File: src/rtl/btn_word_serializer.sv
// Sends a DATA_LEN-bit word MSB first as one-cycle o_bit0/o_bit1 strobes, then one o_commit strobe.
// Latency: first strobe one edge after accept; strobe k after edge 1+k*(GAP_CYCLES+1); commit follows the last gap.
// Backpressure: o_ready is high only in IDLE; i_valid is ignored while a word is in flight; i_abort drops the word.
module btn_word_serializer #(
  parameter int DATA_LEN   = 48,
  parameter int GAP_CYCLES = 1
) (
  input  logic                          clk,
  input  logic                          ck_rstn,
  input  logic [DATA_LEN-1:0]           i_data,
  input  logic                          i_valid,
  output logic                          o_ready,
  input  logic                          i_abort,
  output logic                          o_bit0,
  output logic                          o_bit1,
  output logic                          o_commit,
  output logic                          o_busy,
  output logic [$clog2(DATA_LEN+1)-1:0] o_bit_cnt
);

  localparam int CW = $clog2(DATA_LEN + 1);
  // Gap counter runs 0..GAP_CYCLES-1; keep at least one bit so GAP_CYCLES=0 still elaborates.
  localparam int GW = (GAP_CYCLES > 1) ? $clog2(GAP_CYCLES) : 1;

  typedef enum logic [1:0] {
    S_IDLE,
    S_BIT,
    S_GAP,
    S_COMMIT
  } state_t;

  state_t              r_state;
  logic [DATA_LEN-1:0] r_shift;
  logic [CW-1:0]       r_cnt;
  logic [GW-1:0]       r_gap;
  logic                r_ready;
  logic                r_bit0;
  logic                r_bit1;
  logic                r_commit;
  logic                r_busy;

  logic                w_msb;
  logic                w_gap_done;

  assign w_msb      = r_shift[DATA_LEN-1];
  assign w_gap_done = (int'(r_gap) >= GAP_CYCLES - 1);

  // Single FSM: every output is a register updated on the same edge as the state.
  // COMMIT spans two edges: the first raises o_commit, the second drops it and returns to IDLE.
  always_ff @(posedge clk) begin
    if (!ck_rstn) begin
      r_state  <= S_IDLE;
      r_shift  <= '0;
      r_cnt    <= '0;
      r_gap    <= '0;
      r_ready  <= 1'b0;
      r_bit0   <= 1'b0;
      r_bit1   <= 1'b0;
      r_commit <= 1'b0;
      r_busy   <= 1'b0;
    end else begin
      r_bit0   <= 1'b0;
      r_bit1   <= 1'b0;
      r_commit <= 1'b0;
      if (r_state == S_IDLE) begin
        r_ready <= 1'b1;
        if (i_valid && r_ready) begin
          r_shift <= i_data;
          r_cnt   <= CW'(DATA_LEN);
          r_ready <= 1'b0;
          r_busy  <= 1'b1;
          r_state <= S_BIT;
        end
      end else if (i_abort) begin
        r_state <= S_IDLE;
        r_cnt   <= '0;
        r_busy  <= 1'b0;
        r_ready <= 1'b1;
      end else begin
        case (r_state)
          S_BIT: begin
            r_bit1  <= w_msb;
            r_bit0  <= ~w_msb;
            r_shift <= r_shift << 1;
            r_cnt   <= r_cnt - 1'b1;
            r_gap   <= '0;
            if (GAP_CYCLES > 0) begin
              r_state <= S_GAP;
            end else if (r_cnt > CW'(1)) begin
              r_state <= S_BIT;
            end else begin
              r_state <= S_COMMIT;
            end
          end
          S_GAP: begin
            if (w_gap_done) begin
              r_state <= (r_cnt != '0) ? S_BIT : S_COMMIT;
            end else begin
              r_gap <= r_gap + 1'b1;
            end
          end
          S_COMMIT: begin
            if (!r_commit) begin
              r_commit <= 1'b1;
            end else begin
              r_state <= S_IDLE;
              r_ready <= 1'b1;
              r_busy  <= 1'b0;
            end
          end
          default: begin
            r_state <= S_IDLE;
          end
        endcase
      end
    end
  end

  assign o_ready   = r_ready;
  assign o_bit0    = r_bit0;
  assign o_bit1    = r_bit1;
  assign o_commit  = r_commit;
  assign o_busy    = r_busy;
  assign o_bit_cnt = r_cnt;

endmodule

File: config.mk
export PLATFORM = sky130hd
export DESIGN_NAME = btn_word_serializer
export DESIGN_NICKNAME = d
export VERILOG_FILES = /design/src/rtl/btn_word_serializer.sv
export SDC_FILE = /design/constraint.sdc
export NUM_CORES = 1
export LEC_CHECK = 0
export ABC_AREA = 1
export CORE_MARGIN = 4
export CORE_UTILIZATION = 52
export CTS_BUF_LIST = sky130_fd_sc_hd__clkbuf_2
export CTS_CLUSTER_DIAMETER = 80
export CTS_CLUSTER_SIZE = 10
export DETAILED_ROUTE_END_ITERATION = 8
export PLACE_DENSITY = 0.83
export SETUP_SLACK_MARGIN = 0.4
export SYNTH_ARGS = -nofsm -noshare
export SYNTH_HDL_FRONTEND = slang
export SYNTH_SLANG_ARGS = --single-unit
export TNS_END_PERCENT = 30
File: constraint.sdc
create_clock -name clk -period 2.2 [get_ports clk]
set_clock_uncertainty 0.2 [all_clocks]
set_input_delay 0.44 -clock clk [delete_from_list [all_inputs] [get_ports clk]]
set_output_delay 0.44 -clock clk [all_outputs]
set_load 0.1 [all_outputs]
**Word level (Yosys, flattened, before mapping)**

Cells that the tools add are included.
W data, S select, Z words.

- Register bits after elaboration: 61
- Input bits: 52
- Output and inout port bits: 11

- Add/subtract/negate cells: 1
- Equal/unequal tests: 6
- Muxes and demuxes: 25
- Bitwise operators: 4
- Reduce and logical (&&, ||, !) cells: 14

Operator list:

| cell | count |
|---|---|
| $mux W48 | 4 |
| $mux W6 | 4 |
| $mux W1 | 11 |
| $mux W2 | 5 |
| $reduce_bool A3 Y1 | 3 |
| $reduce_or A4 Y1 | 2 |
| $pmux W2 S3 | 1 |
| $reduce_and A2 Y1 | 3 |
| $reduce_and A3 Y1 | 2 |
| $reduce_bool A6 Y1 | 1 |
| $sub A6 B1 Y6 const B | 1 |
| $eq A2 B2 Y1 const B | 2 |
| $ne A2 B1 Y1 const B | 2 |
| $ne A4 B4 Y1 const B | 1 |
| $not A1 Y1 | 4 |
| $eq A2 B1 Y1 const B | 1 |
| $logic_not A2 Y1 | 1 |
| $reduce_bool A2 Y1 | 1 |
| $logic_and A1 B1 Y1 | 1 |

**Logic depth before layout (Yosys ltp)**

Gate-level depths: netlist of run 1.

- Word-level depth: 5
- Gate-level depth with buffers: 10
- Depth with buffers taken out: 9

**Worst setup path before layout of run 1**

Ideal clock, no wire load.

- Path kind: reg-to-reg
- Start point: reg r_cnt[0] (netlist: o_bit_cnt[0])
- End point: reg r_cnt[2] (netlist: o_bit_cnt[2])
- Setup time: 0.111 ns
- Data arrival time: 1.819 ns
- Setup slack: 0.070 ns
- Cell stages (with the launch flop): 6
- Path buffers: 0
- Cell sequence: dfxtp_1 inv_1 ha_1 a31o_2 nand2_1 nor2_1

- Word-level cells in the longest chain between the ends: 4

Ends and longest elaborated chain:

| element | line | RTL |
|---|---|---|
| start, declared | 34 | `logic [CW-1:0] r_cnt;` |
| start signal, assigned | 69 | `r_cnt <= CW'(DATA_LEN);` |
| start signal, assigned | 85 | `r_cnt <= r_cnt - 1'b1;` |
| $sub A6 B1 Y6 | 85 |  |
| $mux W6 | 80 | `case (r_state)` |
| $mux W6 | 74 | `end else if (i_abort) begin` |
| $mux W6 | 65 | `if (r_state == S_IDLE) begin` |

Every way passes these cells. The select of a mux whose other input is x is not followed.
A chain may end at the register's enable or synchronous reset.

**Worst setup path in the final report of run 1**

- Start point: reg r_cnt[2] (netlist: o_bit_cnt[2])
- End point: out o_bit_cnt[2]

RTL lines:

| element | line | RTL |
|---|---|---|
| end, declared | 18 | `output logic [$clog2(DATA_LEN+1)-1:0] o_bit_cnt` |

No word-level cell between the ends.

==> results of run 1 <==
[routing by layer]
metal / up-vias / global-route usage
li1: 1374 / -
met1: 1298 / 0.2225
met2: 71 / 0.3134
met3: 13 / 0.05357
met4: 0 / 0.08024
met5: - / 0
[worst paths after layout]
kind         cells past startpoint      endpoint  slack, ns
max                              1  o_bit_cnt[2]       0.40
min                              3  o_bit_cnt[5]       0.19
max reg2reg                      8   r_shift[47]       0.42
min reg2reg                      1        o_bit0       0.24
[stage by stage]
| step | power, W | instance area [µm²] |
|---|---|---|
| 2_1_floorplan | 0.003533 | 2933 |
| 3_3_place_gp | 0.004010 | 3590 |
| 3_5_place_dp | 0.004098 | 3590 |
| 4_1_cts | 0.004857 | 3740 |
| 5_1_grt | 0.005374 | 3835 |
| 6_report | 0.005004 | 3835 |
[state kept, by name (all words and copies together) (netlist names)]
signal,cells
o_bit_cnt,6
r_shift,48
o_ready,1
r_state,2
o_bit1,1
o_bit0,1
o_commit,1
o_busy,1
[power groups by stage]
| stage | clock network, W | logic [W] | registers, W |
|---|---|---|---|
| finish | 0.000645 | 0.00264 | 0.00172 |
| CTS | 0.000656 | 0.00250 | 0.00170 |
| global route | 0.000711 | 0.00290 | 0.00176 |
| global placement | 0 | 0.00231 | 0.00170 |
| detailed placement | 0 | 0.00237 | 0.00172 |
| floorplan | 0 | 0.00155 | 0.00199 |
[kinds of logic (layout without fill, tap and decap cells)]
kind of cell / after synthesis / count (layout) / synth area share
AND/OR/NAND/NOR: 188 / 188 / 0.2805
AO/OA/AOI/OAI: 67 / 67 / 0.1947
flip-flops: 61 / 61 / 0.4167
buffers and inverters: 45 / 111 / 0.08241
adder cells (fa/ha/maj): 6 / 6 / 0.02562
[Yosys cell counts]
cell      number
nand3_1       53
nand3_2        2
a31o_2         1
nand4_1        1
a21oi_1        9
nor3_1         3
clkbuf_1       8
a21oi_2        1
inv_1         16
nor2_1        10
nand2_1      116
nand2_4        1
inv_2          4
buf_2          7
nor2_4         1
o21a_1         1
o21ai_0       10
dfxtp_1       61
buf_4          3
o211a_1       45
ha_1           6
buf_6          7
nand2_8        1
[cell type report]
| class | instances | area [µm²] |
|---|---|---|
| Inverter | 20 | 77.57 |
| Timing Repair Buffer | 76 | 849.6 |
| Multi-Input combinational cell | 261 | 1485 |
| Sequential cell | 61 | 1235 |
| Tap cell | 72 | 90.09 |
| Fill cell | 452 | 1638 |
| Clock buffer | 12 | 60.06 |
| Clock inverter | 3 | 37.54 |
[what timing repair did]
item / CTS / global route
gates cloned: 0 / 2
buffers inserted: 3 / 0
hold buffers: 0 / 0
pin swaps: 0 / 1
gates resized for setup: 5 / 14
setup endpoints to repair: 60 / 51
==> flow_summary.toml, run 1 <==
[clock_network]
cts_tree = "yes"
htree_levels = 3
clk_latency_ns = 0.48
path_clk_slew_ns = 0.16
numClockSinks = 61
clockBufferDepth = 2
cts_root_buf = "clkbuf_2"
cts-buffers-inserted = 9

[route]
drc = 0
wl_um = 6771
dr_wl_met2_um = 3408
wl_met1_um = 2924
drtPass1Iterations = 4
dr.max_layer_used = "met4"
detail-route-antenna-nets = 0
vias_per_cell = 5.457
wl_met3_um = 325
drt_iter0_markers = 188
vias = 2756
wl_per_cell_um = 13.41

[finish]
num_antenna_cells = 0
final_net_count = 487
fin_cells = 505
utilization = 0.7007
final_cell_mix = "nand2_1, dfxtp_1, nand3_1"
area_growth_pct = 30.87
layout_commonest_cell = "nand2_1"
layout-drive-gt1-share = 0.1386

[timing]
setup_viol = 0
period_minus_slack_ns = 1.799
drv_slew = 0
hold_slack_ns = 0.1865
hold_viol_final = 0
worst_pin_slew_ns = 0.4158
fmax_mhz = 555.7
layout_setup_ws_ns = 0.4006
slew_headroom = 0.7228
final.period_utilization = 0.8179
grt_setup_unrepaired = "true"
finalSetupTns_ns = 0

[power_and_ir_drop]
power-per-cell-area_nw_per_um2 = 1305
intPower_w = 0.002817
power_switching_w = 0.002187
combPwrFrac = 0.527
p_seq_frac = 0.344
power.static_leakage_nw = 1.883
p_clk_frac = 0.129
vdd_drop_max_mv = 0.7100
switching_share = 0.4371

[run_status]
status = "finished, final reports clean"

[critical_path]
crit_required_ns = 1.56
slowest_delay_ns = 0.48
cp_cell_sequence = "buf_12"
cp-end-kind = "output port"
worstSetupStartpoint = "o_bit_cnt[2]"
arrival_ns = 1.16
cp_slowest_cell = "dfxtp_1"
crit_family = "flip-flops"
crit_buf_inv = 1
cp-start-kind = "flip-flop"
crit_fanout = 5
r2r-start = "r_state[1]"
path_class = "flip-flop to output port"

[floorplanning]
rows = 27
core-area_um2 = 5473
io_pins = 63
die_w_um = 83.07
initial_core_util = 0.5354
die_y_um = 83.07
dieArea_um2 = 6901

[yosys]
synth_area_leader_cell = "dfxtp_1"
netlist_instances = 367
avgSynthCellArea_um2 = 7.984
synth_area_leaders = "dfxtp_1, o211a_1, nand2_1"
syn-cell-area_um2 = 2930
ys_types = 23
yosysTopAreaCellShare = 0.4167
synth_nets = 425
synth-seq-area-share = 0.4167
ys_warn_count = 0
ys_ff_latch = 61

[global_route]
grt_pass1_wl_um = 10700
grt_max_degree = 55
grt_overflow = 0
grt_usage = 0.1870
grt_pass1_vias = 2458
antenna_found_initial = 0

[place]
dp_slack_ns = 0.1290
hpwl_um = 4436
finalWeightedCongestion = 0.8336
dp.cells = 485
io_buffers = 62

[min_path]
holdCritPathClass = "input port to flip-flop"
min_from = "ck_rstn"

[flow_run]
cap_violations = 0
(Power assumes the default switching activity.)
==> inputs of run 2 (changes only) <==
- clock period: 2.2 -> 1.8 ns (I/O delays scaled with it)
==> flow_summary.toml, run 2 (synthesized netlist as in run 1, its figures left out) <==
[run_status]
status = "finished, final reports clean"

[global_route]
grt_overflow = 0
grt_pass1_wl_um = 11610
grt_pass1_vias = 2627
antenna_found_initial = 0
grt_usage = 0.2037
grt_max_degree = 42

[min_path]
min_from = "i_data[0]"
min_path_cells = 3
holdPathEnd = "r_shift[0]"
holdCritPathClass = "input port to flip-flop"

[timing]
drv_slew = 0
period_minus_slack_ns = 1.649
hold_slack_ns = 0.2288
hold_viol_final = 0
final.period_utilization = 0.9162
grt_setup_unrepaired = "true"
setup_viol = 0
worst_pin_slew_ns = 0.2972
layout_setup_ws_ns = 0.1508
slew_headroom = 0.7997
fmax_mhz = 606.4

[power_and_ir_drop]
power-per-cell-area_nw_per_um2 = 1640
power.static_leakage_nw = 2.051
total_power_w = 0.006971
vdd_drop_max_mv = 1.094

[place]
finalWeightedCongestion = 0.8867
dp.cells = 492
io_buffers = 62
dp_slack_ns = -0.1247
hpwl_um = 4565

[critical_path]
ff2ff_setup_slack_ns = 0.15
path_class = "flip-flop to flip-flop"
arrival_ns = 1.84
cp-end-kind = "flip-flop"
crit_required_ns = 1.99
r2r_end = "r_shift[18]"
cp-start-kind = "flip-flop"
rr_worst_depth = 8
crit_fanout = 15
r2r-start = "r_state[1]"

[clock_network]
htree_levels = 3
cts-buffers-inserted = 9
clockBufferDepth = 2
cts_root_buf = "clkbuf_2"
path_clk_slew_ns = 0.17
clk_latency_ns = 0.49
cts_tree = "yes"
numClockSinks = 61

[finish]
layout-drive-gt1-share = 0.2181
final_net_count = 507
regMostFlops = "r_shift"
num_antenna_cells = 0
area_growth_pct = 45.05
fillers = 384
final_cell_mix = "nand2_1, clkdlybuf4s50_1, dfxtp_1"
fin_cells = 526
layout_commonest_cell = "nand2_1"
largest_reg_flops = 48

[floorplanning]
dieArea_um2 = 6901
core-area_um2 = 5473
initial_core_util = 0.5354
rows = 27
io_pins = 63
die_w_um = 83.07
die_y_um = 83.07

[route]
vias_per_cell = 5.511
drt_iter0_markers = 250
vias = 2899
detail-route-antenna-nets = 0
drtPass1Iterations = 5
wl_per_cell_um = 14.81
wl_um = 7791
drc = 0

[flow_run]
cap_violations = 0
## run 2: cell type report
| type | count | area, µm² | share of cell area |
|---|---|---|---|
| clock buffer | 9 | 45.04 | 0.01060 |
| clock inverter | 7 | 112.6 | 0.02649 |
| inverter | 20 | 82.58 | 0.01943 |
| multi-input combinational | 262 | 1556 | 0.3662 |
| sequential | 61 | 1259 | 0.2961 |
| tap | 72 | 90.09 | 0.02120 |
| timing repair buffer | 95 | 1105 | 0.2599 |
## run 2: worst max-delay path by stage
| stage | startpoint | end | slack (ns) | cells past startpoint |
|---|---|---|---|---|
| floorplan | r_state[1] | r_shift[40] | 0.23 | 9 |
| global placement | i_abort | r_shift[18] | -0.08 | 7 |
| detailed placement | i_abort | o_bit_cnt[3] | -0.12 | 8 |
| CTS | o_commit | o_commit | 0.15 | 1 |
| global route | r_state[0] | r_shift[44] | 0.1 | 9 |
| finish | r_state[1] | r_shift[18] | 0.15 | 8 |
## run 2: timing repair
action / CTS / global route
setup endpoints to repair: 72 / 72
gates cloned: 1 / 3
setup buffers: 10 / 3
hold endpoints to repair: 1 / 0
pin swaps: 3 / 5
hold buffers: 1 / 0
gates resized for setup: 11 / 20
## run 2: critical path: stages (launching register included)
cell     delay [ns]
dfxtp_4        0.39
inv_4          0.04
ha_4           0.19
nor2_4         0.14
nand2_4        0.10
nand2_8        0.13
buf_12         0.14
nand3_1        0.08
o211a_1        0.12
## run 2: metal layers
| metal | share of wire | track usage | wire, µm |
|---|---|---|---|
| met1 | 0.41 | 0.2431 | 3200 |
| met2 | 0.50 | 0.3469 | 3925 |
| met3 | 0.067 | 0.04861 | 521 |
| met4 | 0.018 | 0.08915 | 143 |
| met5 | 0 | 0 | 0 |
## run 2: through the flow
step | TNS [ns] | area (µm²) | utilization
2_1_floorplan | 0 | 2963 | -
3_3_place_gp | -2.676 | 3795 | 0.6934
3_5_place_dp | -3.590 | 3795 | 0.6934
4_1_cts | 0 | 4093 | 0.7478
5_1_grt | 0 | 4250 | 0.7766
6_report | 0 | 4250 | 0.7766
## run 2: report_power, final
part | total, W | internal [W] | switching [W]
sequential | 0.00210 | 0.00183 | 0.000277
clock | 0.00112 | 0.000593 | 0.000523
combinational | 0.00375 | 0.00160 | 0.00215
total | 0.00697 | 0.00402 | 0.00295
==> inputs of run 3 (changes only) <==
- CORE_UTILIZATION: 52 -> 55
- PLACE_DENSITY: 0.83 -> 0.88
- clock period: 1.8 -> 1.9 ns (I/O delays scaled with it)
==> flow_summary.toml, run 3 (synthesized netlist as in run 1, its figures left out) <==
[power_and_ir_drop]
total_power_w = 0.006360
power-per-cell-area_nw_per_um2 = 1532
power.static_leakage_nw = 2.018
vdd_drop_max_mv = 0.8986

[finish]
final_cell_mix = "nand2_1, nand3_1, clkdlybuf4s50_1"
layout_commonest_cell = "nand2_1"
layout-drive-gt1-share = 0.1867
final_net_count = 506
utilization = 0.8074
regMostFlops = "r_shift"
area_growth_pct = 41.63
largest_reg_flops = 48
num_antenna_cells = 0

[critical_path]
crit_family = "flip-flops"
cp-start-kind = "flip-flop"
arrival_ns = 1.90
cp-end-kind = "flip-flop"
crit_buf_inv = 2
crit_fanout = 9
cp_slowest_cell = "dfxtp_4"
slowest_delay_ns = 0.40
path_class = "flip-flop to flip-flop"
cp_cell_sequence = "inv_4 > ha_4 > nor2_4 > nand2_4 > nand2_8 > clkbuf_16 > o21ai_0 > nor2_1"
crit_required_ns = 2.08

[floorplanning]
die_y_um = 80.99
io_pins = 63
rows = 26
die_w_um = 80.99
initial_core_util = 0.5701
core-area_um2 = 5140
dieArea_um2 = 6559

[timing]
grt_setup_unrepaired = "true"
worst_pin_slew_ns = 0.4134
final.period_utilization = 0.9044
layout_setup_ws_ns = 0.1816
setup_viol = 0
slew_headroom = 0.7244
fmax_mhz = 581.9
period_minus_slack_ns = 1.718
hold_viol_final = 0
drv_slew = 0

[route]
drtPass1Iterations = 5
vias = 2992
vias_per_cell = 5.754
wl_per_cell_um = 16.43
drt_iter0_markers = 260
drc = 0
wl_um = 8544
detail-route-antenna-nets = 0

[clock_network]
numClockSinks = 61
postCtsHoldBufs = 0
htree_levels = 3
cts_tree = "yes"
clk_latency_ns = 0.50
clockBufferDepth = 2
cts-buffers-inserted = 9
cts_root_buf = "clkbuf_2"
path_clk_slew_ns = 0.20

[place]
dp_slack_ns = -0.04201
hpwl_um = 4783
finalWeightedCongestion = 0.8575
io_buffers = 62

[global_route]
antenna_found_initial = 0
grt_usage = 0.2449
grt_pass1_wl_um = 12450
grt_overflow = 0
grt_pass1_vias = 2770
grt_max_degree = 27

[min_path]
holdCritPathClass = "input port to flip-flop"

[run_status]
status = "finished, final reports clean"

[flow_run]
cap_violations = 0
==> run 3: changes by cell type in the layout (fill, tap and decap cells not counted), sizes merged <==
| cell | before | now |
|---|---|---|
| clkinvlp | 1 | 0 |
| bufinv | 3 | 1 |
| dlygate4sd3 | 1 | 0 |
| inv | 21 | 20 |
| clkinv | 2 | 3 |
==> run 3: worst paths after layout <==
kind / startpoint / end / slack, ns / depth (start not counted)
setup reg to reg: r_state[1] / r_shift[45] / 0.18 / 8
hold / removal: ck_rstn / o_bit_cnt[4] / 0.11 / 3
hold reg to reg: r_shift[47] / o_bit0 / 0.27 / 1
setup / recovery: r_state[1] / r_shift[45] / 0.18 / 8
==> run 3: timing repair <==
| action | 4_1_cts | 5_1_grt |
|---|---|---|
| endpoints found under the setup margin | 68 | 71 |
| resized for setup | 12 | 13 |
| setup buffers | 11 | 3 |
| pin swaps | 2 | 2 |
| gates cloned | 2 | 3 |
==> run 3: layout make-up <==
cell class,count,area [µm²]
flip-flops and latches,61,1259
clock inverters,4,42.54
fillers,324,989.7
repair buffers,94,1115
inverters,20,87.58
clock buffers,9,45.04
well taps,70,87.58
multi-input cells,262,1514
==> run 3: per-layer routing <==
metal	GRT usage	wire, µm
met1	0.2798	3405
met2	0.4319	4385
met3	0.06319	543
met4	0.1014	210
met5	0	0
==> run 3: tightest hold or removal path, stage by stage <==
cell and delay (ns):
buf_2 0.24, o21ai_0 0.13, a21oi_1 0.05
==> run 3: metrics by stage <==
| stage | instances | setup TNS (ns) | hold slack (ns) | cell area, µm² |
|---|---|---|---|---|
| finish | 520 | 0 | 0.1119 | 4150 |
| CTS | 514 | 0 | 0.1134 | 4019 |
| global route | 520 | 0 | 0.07751 | 4150 |
| detailed placement | 488 | -0.5294 | 0.2180 | 3765 |
| global placement | 488 | 0 | 0.2210 | 3765 |
| floorplan | 367 | 0 | 0.2004 | 2963 |
==> run 3: where the power goes <==
part	internal, W	switching (W)
clock	0.000273	0.000467
combinational	0.00153	0.00209
sequential	0.00173	0.000272
total	0.00353	0.00283
